[config.mk]
export PLATFORM = sky130hd
export DESIGN_NAME = inst_rom_loader
export DESIGN_NICKNAME = d
export VERILOG_FILES = /design/src/rtl/inst_rom_loader.sv
export SDC_FILE = /design/constraint.sdc
export NUM_CORES = 1
export LEC_CHECK = 0
export ABC_AREA = 1
export CAP_MARGIN = 20
export CORE_ASPECT_RATIO = 1.75
export CORE_MARGIN = 10
export CORE_UTILIZATION = 40
export CTS_BUF_LIST = sky130_fd_sc_hd__clkbuf_8
export CTS_CLUSTER_DIAMETER = 40
export DETAILED_ROUTE_END_ITERATION = 6
export GPL_ROUTABILITY_DRIVEN = 0
export PLACE_DENSITY = 0.65
export SYNTH_ARGS = -nofsm -noshare
export SYNTH_HDL_FRONTEND = slang
export SYNTH_SLANG_ARGS = --single-unit
[constraint.sdc]
create_clock -name clk -period 2.7 [get_ports clk]
set_input_delay 0.27 -clock clk [delete_from_list [all_inputs] [get_ports clk]]
set_output_delay 0.27 -clock clk [all_outputs]
set_load 0.05 [all_outputs]
[src/rtl/inst_rom_loader.sv]
// Instruction ROM loader: assembles a big-endian byte stream into 32-bit
// words and writes them to consecutive instruction ROM word addresses,
// holding the CPU core in reset while a load is in progress.
// Optional feature macro: LOADER_CHECKSUM_EN adds a 32-bit XOR checksum
// output (checksum_o) over all words written since the last start.
module inst_rom_loader #(
    parameter int ADDR_WIDTH = 17
) (
    input  logic                  clk,
    input  logic                  rst,
    input  logic                  start_i,
    input  logic [ADDR_WIDTH-1:0] base_addr_i,
    input  logic [ADDR_WIDTH:0]   word_cnt_i,
    input  logic                  byte_valid_i,
    input  logic [7:0]            byte_data_i,
    output logic                  byte_ready_o,
    output logic                  rom_we_o,
    output logic [ADDR_WIDTH-1:0] rom_addr_o,
    output logic [31:0]           rom_data_o,
    output logic                  cpu_rst_o,
    output logic                  busy_o,
`ifdef LOADER_CHECKSUM_EN
    output logic [31:0]           checksum_o,
`endif
    output logic                  done_o
);

    typedef enum logic [1:0] {
        IDLE    = 2'd0,
        COLLECT = 2'd1,
        WRITE   = 2'd2,
        DONE    = 2'd3
    } state_t;

    state_t                state;
    state_t                next_state;
    logic [ADDR_WIDTH-1:0] addr;
    logic [ADDR_WIDTH:0]   remaining;
    logic [1:0]            byte_idx;
    logic [31:0]           word;
    logic                  byte_accept;

    // Bytes are only taken while collecting; the write cycle stalls the stream.
    assign byte_ready_o = (state == COLLECT);
    assign byte_accept  = byte_valid_i & byte_ready_o;

    // The address counter and shift register drive the ROM port directly;
    // both hold their value through the single write cycle.
    assign rom_addr_o = addr;
    assign rom_data_o = word;

    // State register.
    always_ff @(posedge clk or posedge rst) begin
        if (rst) begin
            state <= IDLE;
        end else begin
            state <= next_state;
        end
    end

    // Next-state decode: a zero-length request completes without writing.
    always_comb begin
        next_state = state;
        case (state)
            IDLE: begin
                if (start_i) begin
                    next_state = (word_cnt_i == '0) ? DONE : COLLECT;
                end
            end
            COLLECT: begin
                if (byte_accept && (byte_idx == 2'd3)) begin
                    next_state = WRITE;
                end
            end
            WRITE: begin
                next_state = (remaining == (ADDR_WIDTH+1)'(1)) ? DONE : COLLECT;
            end
            DONE: begin
                next_state = IDLE;
            end
            default: begin
                next_state = IDLE;
            end
        endcase
    end

    // Address, remaining count, byte index and word assembly.
    always_ff @(posedge clk or posedge rst) begin
        if (rst) begin
            addr      <= '0;
            remaining <= '0;
            byte_idx  <= 2'd0;
            word      <= 32'd0;
        end else begin
            case (state)
                IDLE: begin
                    if (start_i && (word_cnt_i != '0)) begin
                        addr      <= base_addr_i;
                        remaining <= word_cnt_i;
                        byte_idx  <= 2'd0;
                    end
                end
                COLLECT: begin
                    if (byte_accept) begin
                        word     <= {word[23:0], byte_data_i};
                        byte_idx <= (byte_idx == 2'd3) ? 2'd0 : byte_idx + 2'd1;
                    end
                end
                WRITE: begin
                    addr      <= addr + 1'b1;
                    remaining <= remaining - 1'b1;
                end
                default: begin
                end
            endcase
        end
    end

    // Registered status outputs, decoded from the state being entered so
    // they line up with that state's cycle.
    always_ff @(posedge clk or posedge rst) begin
        if (rst) begin
            rom_we_o  <= 1'b0;
            busy_o    <= 1'b0;
            done_o    <= 1'b0;
            cpu_rst_o <= 1'b1;
        end else begin
            rom_we_o  <= (next_state == WRITE);
            busy_o    <= (next_state == COLLECT) || (next_state == WRITE);
            done_o    <= (next_state == DONE);
            cpu_rst_o <= (next_state != IDLE);
        end
    end

`ifdef LOADER_CHECKSUM_EN
    // Running XOR of written words; restarts on every start request.
    always_ff @(posedge clk or posedge rst) begin
        if (rst) begin
            checksum_o <= 32'd0;
        end else if ((state == IDLE) && start_i) begin
            checksum_o <= 32'd0;
        end else if (state == WRITE) begin
            checksum_o <= checksum_o ^ word;
        end
    end
`endif

endmodule

==> results of run 1 <==
==> registers in the layout (all words and copies together), names as in the netlist <==
signal      count
done_o          1
remaining      18
rom_we_o        1
state           2
rom_addr_o     17
byte_idx        2
busy_o          1
cpu_rst_o       1
rom_data_o     32
==> worst min-delay path, delay by kind of cell <==
family	cells	cell delay, ns
buffers and inverters	3	0.81
==> cell type report <==
| type | instances | area (µm²) | area share, % |
|---|---|---|---|
| Clock inverter | 7 | 119 | 2.11 |
| Sequential cell | 75 | 1880 | 33.3 |
| Inverter | 61 | 229 | 4.06 |
| Multi-Input combinational cell | 424 | 2080 | 36.8 |
| Tap cell | 130 | 163 | 2.88 |
| Timing Repair Buffer | 105 | 1050 | 18.6 |
| Clock buffer | 9 | 124 | 2.20 |
==> synth_stat cells, types with 5 or more instances <==
cell      number
inv_1         57
nand2_2       11
nor2_1        59
clkbuf_1       7
nand3_1       71
o21ai_0       33
o21ai_2       15
buf_2          7
ha_1           7
o21ai_1        5
nand4_1       14
nand2_1      176
or2_2          5
dfrtp_1       74
==> metrics by stage <==
stage | instance area (µm²) | util, % | setup WS, ns | hold WS, ns
2_1_floorplan | 4290 | - | 0.522 | 0.387
3_3_place_gp | 5400 | 51.1 | 0.386 | 0.467
3_5_place_dp | 5400 | 51.1 | 0.332 | 0.470
4_1_cts | 5640 | 53.3 | 0.528 | 0.319
5_1_grt | 5640 | 53.3 | 0.477 | 0.337
6_report | 5640 | 53.3 | 0.576 | 0.308
==> kinds of logic after synthesis <==
kind of cell | count (synthesis) | synth area share (%)
AND/OR/NAND/NOR | 356 | 37.6
buffers and inverters | 80 | 7.82
flip-flops | 75 | 43.8
AO/OA/AOI/OAI | 59 | 8.40
adder cells (fa/ha/maj) | 7 | 2.04
XOR/XNOR | 2 | 0.408
==> layer usage <==
layer  vias to the layer above  global-route usage [%]  routed length [µm]
met5                         -                       0                   0
met4                         0                    6.10                 239
met2                       113                    29.6                6750
met1                      1934                    15.1                4540
met3                        18                    5.84                 907
li1                       2040                       -                   -
==> power groups by stage <==
| stage | Combinational (mW) | Sequential [mW] | Clock (mW) |
|---|---|---|---|
| final | 4.10 | 2.14 | 1.05 |
| after detailed placement | 4.13 | 2.15 | 0 |
| after CTS | 4.15 | 2.14 | 1.09 |
| after floorplan | 1.64 | 3.33 | 0 |
| after global routing | 4.46 | 2.23 | 1.13 |
| after global placement | 4.07 | 2.13 | 0 |
==> final timing paths <==
kind                             endpoint  slack [ns]      startpoint
max                          byte_ready_o        0.58        state[0]
min                          remaining[3]        0.31             rst
max reg2reg                  remaining[8]        0.86        state[0]
min reg2reg                rom_data_o[29]        0.49  rom_data_o[29]
max in group asynchronous       cpu_rst_o        2.02             rst
min in group clk            rom_data_o[3]        0.46  byte_data_i[3]
==> reports/metrics.yaml, run 1 <==
fin_tns_setup_ns: 0
portBuffers: 100
clockBufferDepth: 2
status: "complete, no violations"
setup_viol: 0
synth_area_mm2: 0.00429
cts_hold_buf: 0
first_global_vias: 4128
synthCells: 579
mostFrequentLayoutCells: "nand2_1, clkdlybuf4s50_1, dfrtp_1"
cts_root_buffer: "clkbuf_8"
cap_violations: 0
dp_hpwl_um: 9360
path_buf_inv: 2
io-pin-count: 101
synthDistinctLibCells: 35
grt_pass1_wl_um: 20000
hp-class: "in2async"
static-leakage-power_nw: 2.63
cts_tree: "yes"
drc: 0
path_delay_family: "buffers and inverters"
routed_wl_um: 12400
ctsHtreeMaxLevel: 3
num_rows: 50
end_kind: "output port"
cts.repair.resized: 0
grt_usage_pct: 15.8
fin_cells: 811
fp.dieH_um: 157
antenna_found_initial: 0
cts_buffers: 9
rsz0062_at_grt: "no"
cts_setup_buffers: 0
grt_max_degree: 76
power_mw: 7.30
overflow: 0
synth_top_cells_by_area: "dfrtp_1, nand2_1, nand3_1"
fmax_mhz: 471
die_area_mm2: 0.0154
cp_max_fo: 3
ys_warn_count: 0
finalClockSkew_ns: 0.00879
pwr_density_cell_mw_per_mm2: 1290
cp.arrival_ns: 1.85
finalCriticalPeriod_ns: 2.12
synth_edf_count: 0
drive_gt1_share_pct: 10.1
yosysTopAreaCellShare_pct: 43.2
wl_per_cell_um: 15.3
cp_slowest_cell: "clkdlybuf4s50_1"
synth-main-ff-cell: "dfrtp_1"
yosysSeqAreaShare_pct: 43.8
cts.reportedPaths.clkPinSlew_ns: 0.09
swShare_pct: 50.9
seqPwrFrac_pct: 29.4
start_util_pct: 40.6
cp.depth: 3
p_int_mw: 3.58
max_slew.worst_pin.slew_ns: 0.547
worst_setup_path_start_kind: "register"
fillers: 1046
drt_pass1_iterations: 5
n_antenna_cell: 0
ys_ff_latch: 75
slew_violations: 0
hold_violations: 0
ir_drop_v: 0.000717
synth_top_area_cell: "dfrtp_1"
combPwrFrac_pct: 56.2
worstPathRequired_ns: 2.43
cts.sinks: 75
final_common_cell: "nand2_1"
clock_latency_ns: 0.36
core_area_mm2: 0.0106
area_growth_pct: 31.5
rr_worst_depth: 6
via_count: 4105
max-slew-margin-rel_pct: 63.4
dp.cells: 795
p_sw_mw: 3.72
crit_type: "reg2out"
synth.net_count: 633
fp.dieW_um: 98.3
dr.first_iter.drc_count: 279
clockPowerShare_pct: 14.4
ant_nets: 0
fin_crit_sh_pct: 78.7
cp_cell_sequence: "inv_2, nor2_2, clkdlybuf4s50_1"
nets: 730
synth-async-reset-ratio_pct: 100
avgSynthCellArea_um2: 7.41
max_stage_delay_ns: 0.84
post_drt_via_cell_ratio: 5.06
(Power assumes the default switching activity.)
==> inputs of run 2 (changes only) <==
--- a/config.mk
+++ b/config.mk
@@ -14,7 +14,7 @@
 export CTS_CLUSTER_DIAMETER = 40
 export DETAILED_ROUTE_END_ITERATION = 6
 export GPL_ROUTABILITY_DRIVEN = 0
-export PLACE_DENSITY = 0.65
+export PLACE_DENSITY = 0.68
 export SYNTH_ARGS = -nofsm -noshare
 export SYNTH_HDL_FRONTEND = slang
 export SYNTH_SLANG_ARGS = --single-unit
==> constraint.sdc (replaced) <==
create_clock -name clk -period 1.8 [get_ports clk]
set_input_delay 0.18 -clock clk [delete_from_list [all_inputs] [get_ports clk]]
set_output_delay 0.18 -clock clk [all_outputs]
set_load 0.05 [all_outputs]
==> run 2 against run 1 <==
Register-to-register slack got worse by 0.73 ns. Sequential power up 50%. Clock skew down 0.00054 ns. Final area grew 4.0%. Die area unchanged. Setup slack worse by 0.54 ns.
==> reports/metrics.yaml, run 2 (same netlist as run 1, synthesis figures left out) <==
status: "complete, no violations"
drc: 0  # unchanged
fmax_mhz: 567
clockBufferDepth: 2  # unchanged
clock_latency_ns: 0.36  # about the same
cts_hold_buf: 0  # unchanged
ant_nets: 0  # unchanged
register_area_mm2: 0.00188  # unchanged
first_global_vias: 4323  # +4.7%
post_drt_via_cell_ratio: 5.01  # -1.1%
mostFrequentLayoutCells: "nand2_1, dfrtp_1, clkdlybuf4s50_1"
dp.cells: 822  # +3.4%
start_util_pct: 40.6  # unchanged
drive_gt1_share_pct: 16.0  # +5.8 points
end_kind: "output port"
cts_buffers: 9  # unchanged
finalCriticalPeriod_ns: 1.76
dp_hpwl_um: 9680  # +3.4%
setup_viol: 0  # unchanged
drt_pass1_iterations: 4  # -1
place_ws_ns: -0.121  # -0.453 ns
wl_per_cell_um: 14.9  # -3.2%
wl_met3_um: 963  # +6.2%
final.setup.worst_slack_ns: 0.0377  # -0.539 ns
cp_cell_sequence: "clkdlybuf4s50_1"
pwr_density_cell_mw_per_mm2: 1870  # +45%
worstPathRequired_ns: 1.62  # -0.81 ns
ctsHtreeMaxLevel: 3  # unchanged
antenna_found_initial: 0  # unchanged
max_slew.worst_pin.slew_ns: 0.556  # +0.00889 ns
nets: 757  # +3.7%
overflow: 0  # unchanged
rsz0062_at_grt: "yes"
io-pin-count: 101  # unchanged
cts_setup_buffers: 0  # unchanged
fp.dieW_um: 98.3  # unchanged
grt_max_degree: 36  # -53%
num_rows: 50  # unchanged
cp_slowest_cell: "clkdlybuf4s50_1"
utilization_pct: 55.5  # +2.2 points
fin_crit_sh_pct: 97.9
routed_wl_um: 12400  # unchanged
hp-class: "in2async"
largest_reg_flops: 32  # unchanged
met1Wirelength_um: 4390  # -3.3%
max_stage_delay_ns: 0.85  # about the same
cts.reportedPaths.clkPinSlew_ns: 0.08  # about the same
hold_violations: 0  # unchanged
wl_met2_um: 6610  # -2.1%
fin_cells: 838  # +3.3%
worst_setup_path_start_kind: "register"
area_growth_pct: 36.8
path_buf_inv: 1  # -1
multi_input_area_mm2: 0.00209  # +0.60%
grt_usage_pct: 16.3  # +0.48 points
grt_pass1_wl_um: 20500  # +2.3%
ir_drop_v: 0.00121  # +69%
fp.dieH_um: 157  # unchanged
slew_violations: 0  # unchanged
via_count: 4196  # +2.2%
n_antenna_cell: 0  # unchanged
dr.first_iter.drc_count: 269  # -3.6%
cts_tree: "yes"
fillers: 1015  # -3.0%
cp.arrival_ns: 1.58  # -0.27 ns
cap_violations: 0  # unchanged
dr.max_layer_used: "met4"
cts_root_buffer: "clkbuf_8"
finalClockSkew_ns: 0.00825  # -0.000537 ns
path_delay_family: "buffers and inverters"
max-slew-margin-rel_pct: 62.8  # -0.59 points
portBuffers: 100  # unchanged
crit_type: "reg2out"
static-leakage-power_nw: 2.89  # +9.9%
cp_max_fo: 3  # unchanged
core_area_mm2: 0.0106  # unchanged
die_area_mm2: 0.0154  # unchanged
cts.sinks: 75  # unchanged
final_common_cell: "nand2_1"
[run 2: cell count changes in the layout (fill, tap and decap cells not counted), moves of 2 or more]
cell and delta:
dlymetal6s2s_1 +9, dlygate4sd2_1 +4, clkinv_4 -2, clkinv_2 +2
nor2_1 -2, buf_4 +36, buf_12 +4, clkdlybuf4s50_1 -26
clkinvlp_4 +3
[run 2: worst register-to-register path, stage by stage (launching register included)]
cell and delay (ns):
dfrtp_1 0.43, nor2_1 0.20, nand3_1 0.10, nor2_1 0.18, nand4_1 0.17, nand3b_1 0.13
nand2_1 0.08, ha_1 0.27
[run 2: layout make-up]
cell class / instances / share of cell area, %
tap: 130 / 2.77
timing repair buffer: 132 / 22.0
inverter: 61 / 3.97
clock buffer: 9 / 2.11
clock inverter: 7 / 1.58
multi-input combinational: 424 / 35.6
sequential: 75 / 32.0
[run 2: path summary, 6_finish.rpt]
kind,start,end,slack (ns),cells past startpoint
max reg2reg,remaining[13],busy_o,0.13,7
min reg2reg,rom_data_o[24],rom_data_o[24],0.49,2
min in group clk,byte_data_i[3],rom_data_o[3],0.36,3
max,rom_data_o[9],rom_data_o[9],0.04,1
max in group asynchronous,rst,cpu_rst_o,1.15,3
min,rst,rom_data_o[4],0.13,2
[run 2: per-stage QoR]
step | power (mW) | instance area [µm²] | setup TNS (ns) | hold WS [ns]
after floorplan | 7.46 | 4300 | 0 | 0.297
after global placement | 9.52 | 5630 | -0.931 | 0.465
after detailed placement | 9.63 | 5630 | -1.50 | 0.473
after CTS | 11.1 | 5840 | 0 | 0.126
after global routing | 11.8 | 5870 | -0.00224 | 0.142
final | 11.0 | 5870 | 0 | 0.128
[run 2: where the power goes]
part,internal (mW),total [mW],switching (mW)
Sequential,2.48,3.20,0.724
Clock,0.774,1.44,0.666
Combinational,2.12,6.35,4.24
Total,5.37,11.0,5.63
[run 2: repair_timing]
action	in CTS	in global routing
hold endpoints to repair	0	0
cloned	0	0
endpoints found under the setup margin	4	12
resized for setup	4	12
[run 2: metal layers]
| metal | up-vias | track usage, % |
|---|---|---|
| met4 | 0 | 8.29 |
| met5 | - | 0 |
| met3 | 31 | 6.50 |
| met2 | 127 | 29.9 |
| met1 | 1940 | 14.9 |
| li1 | 2098 | - |
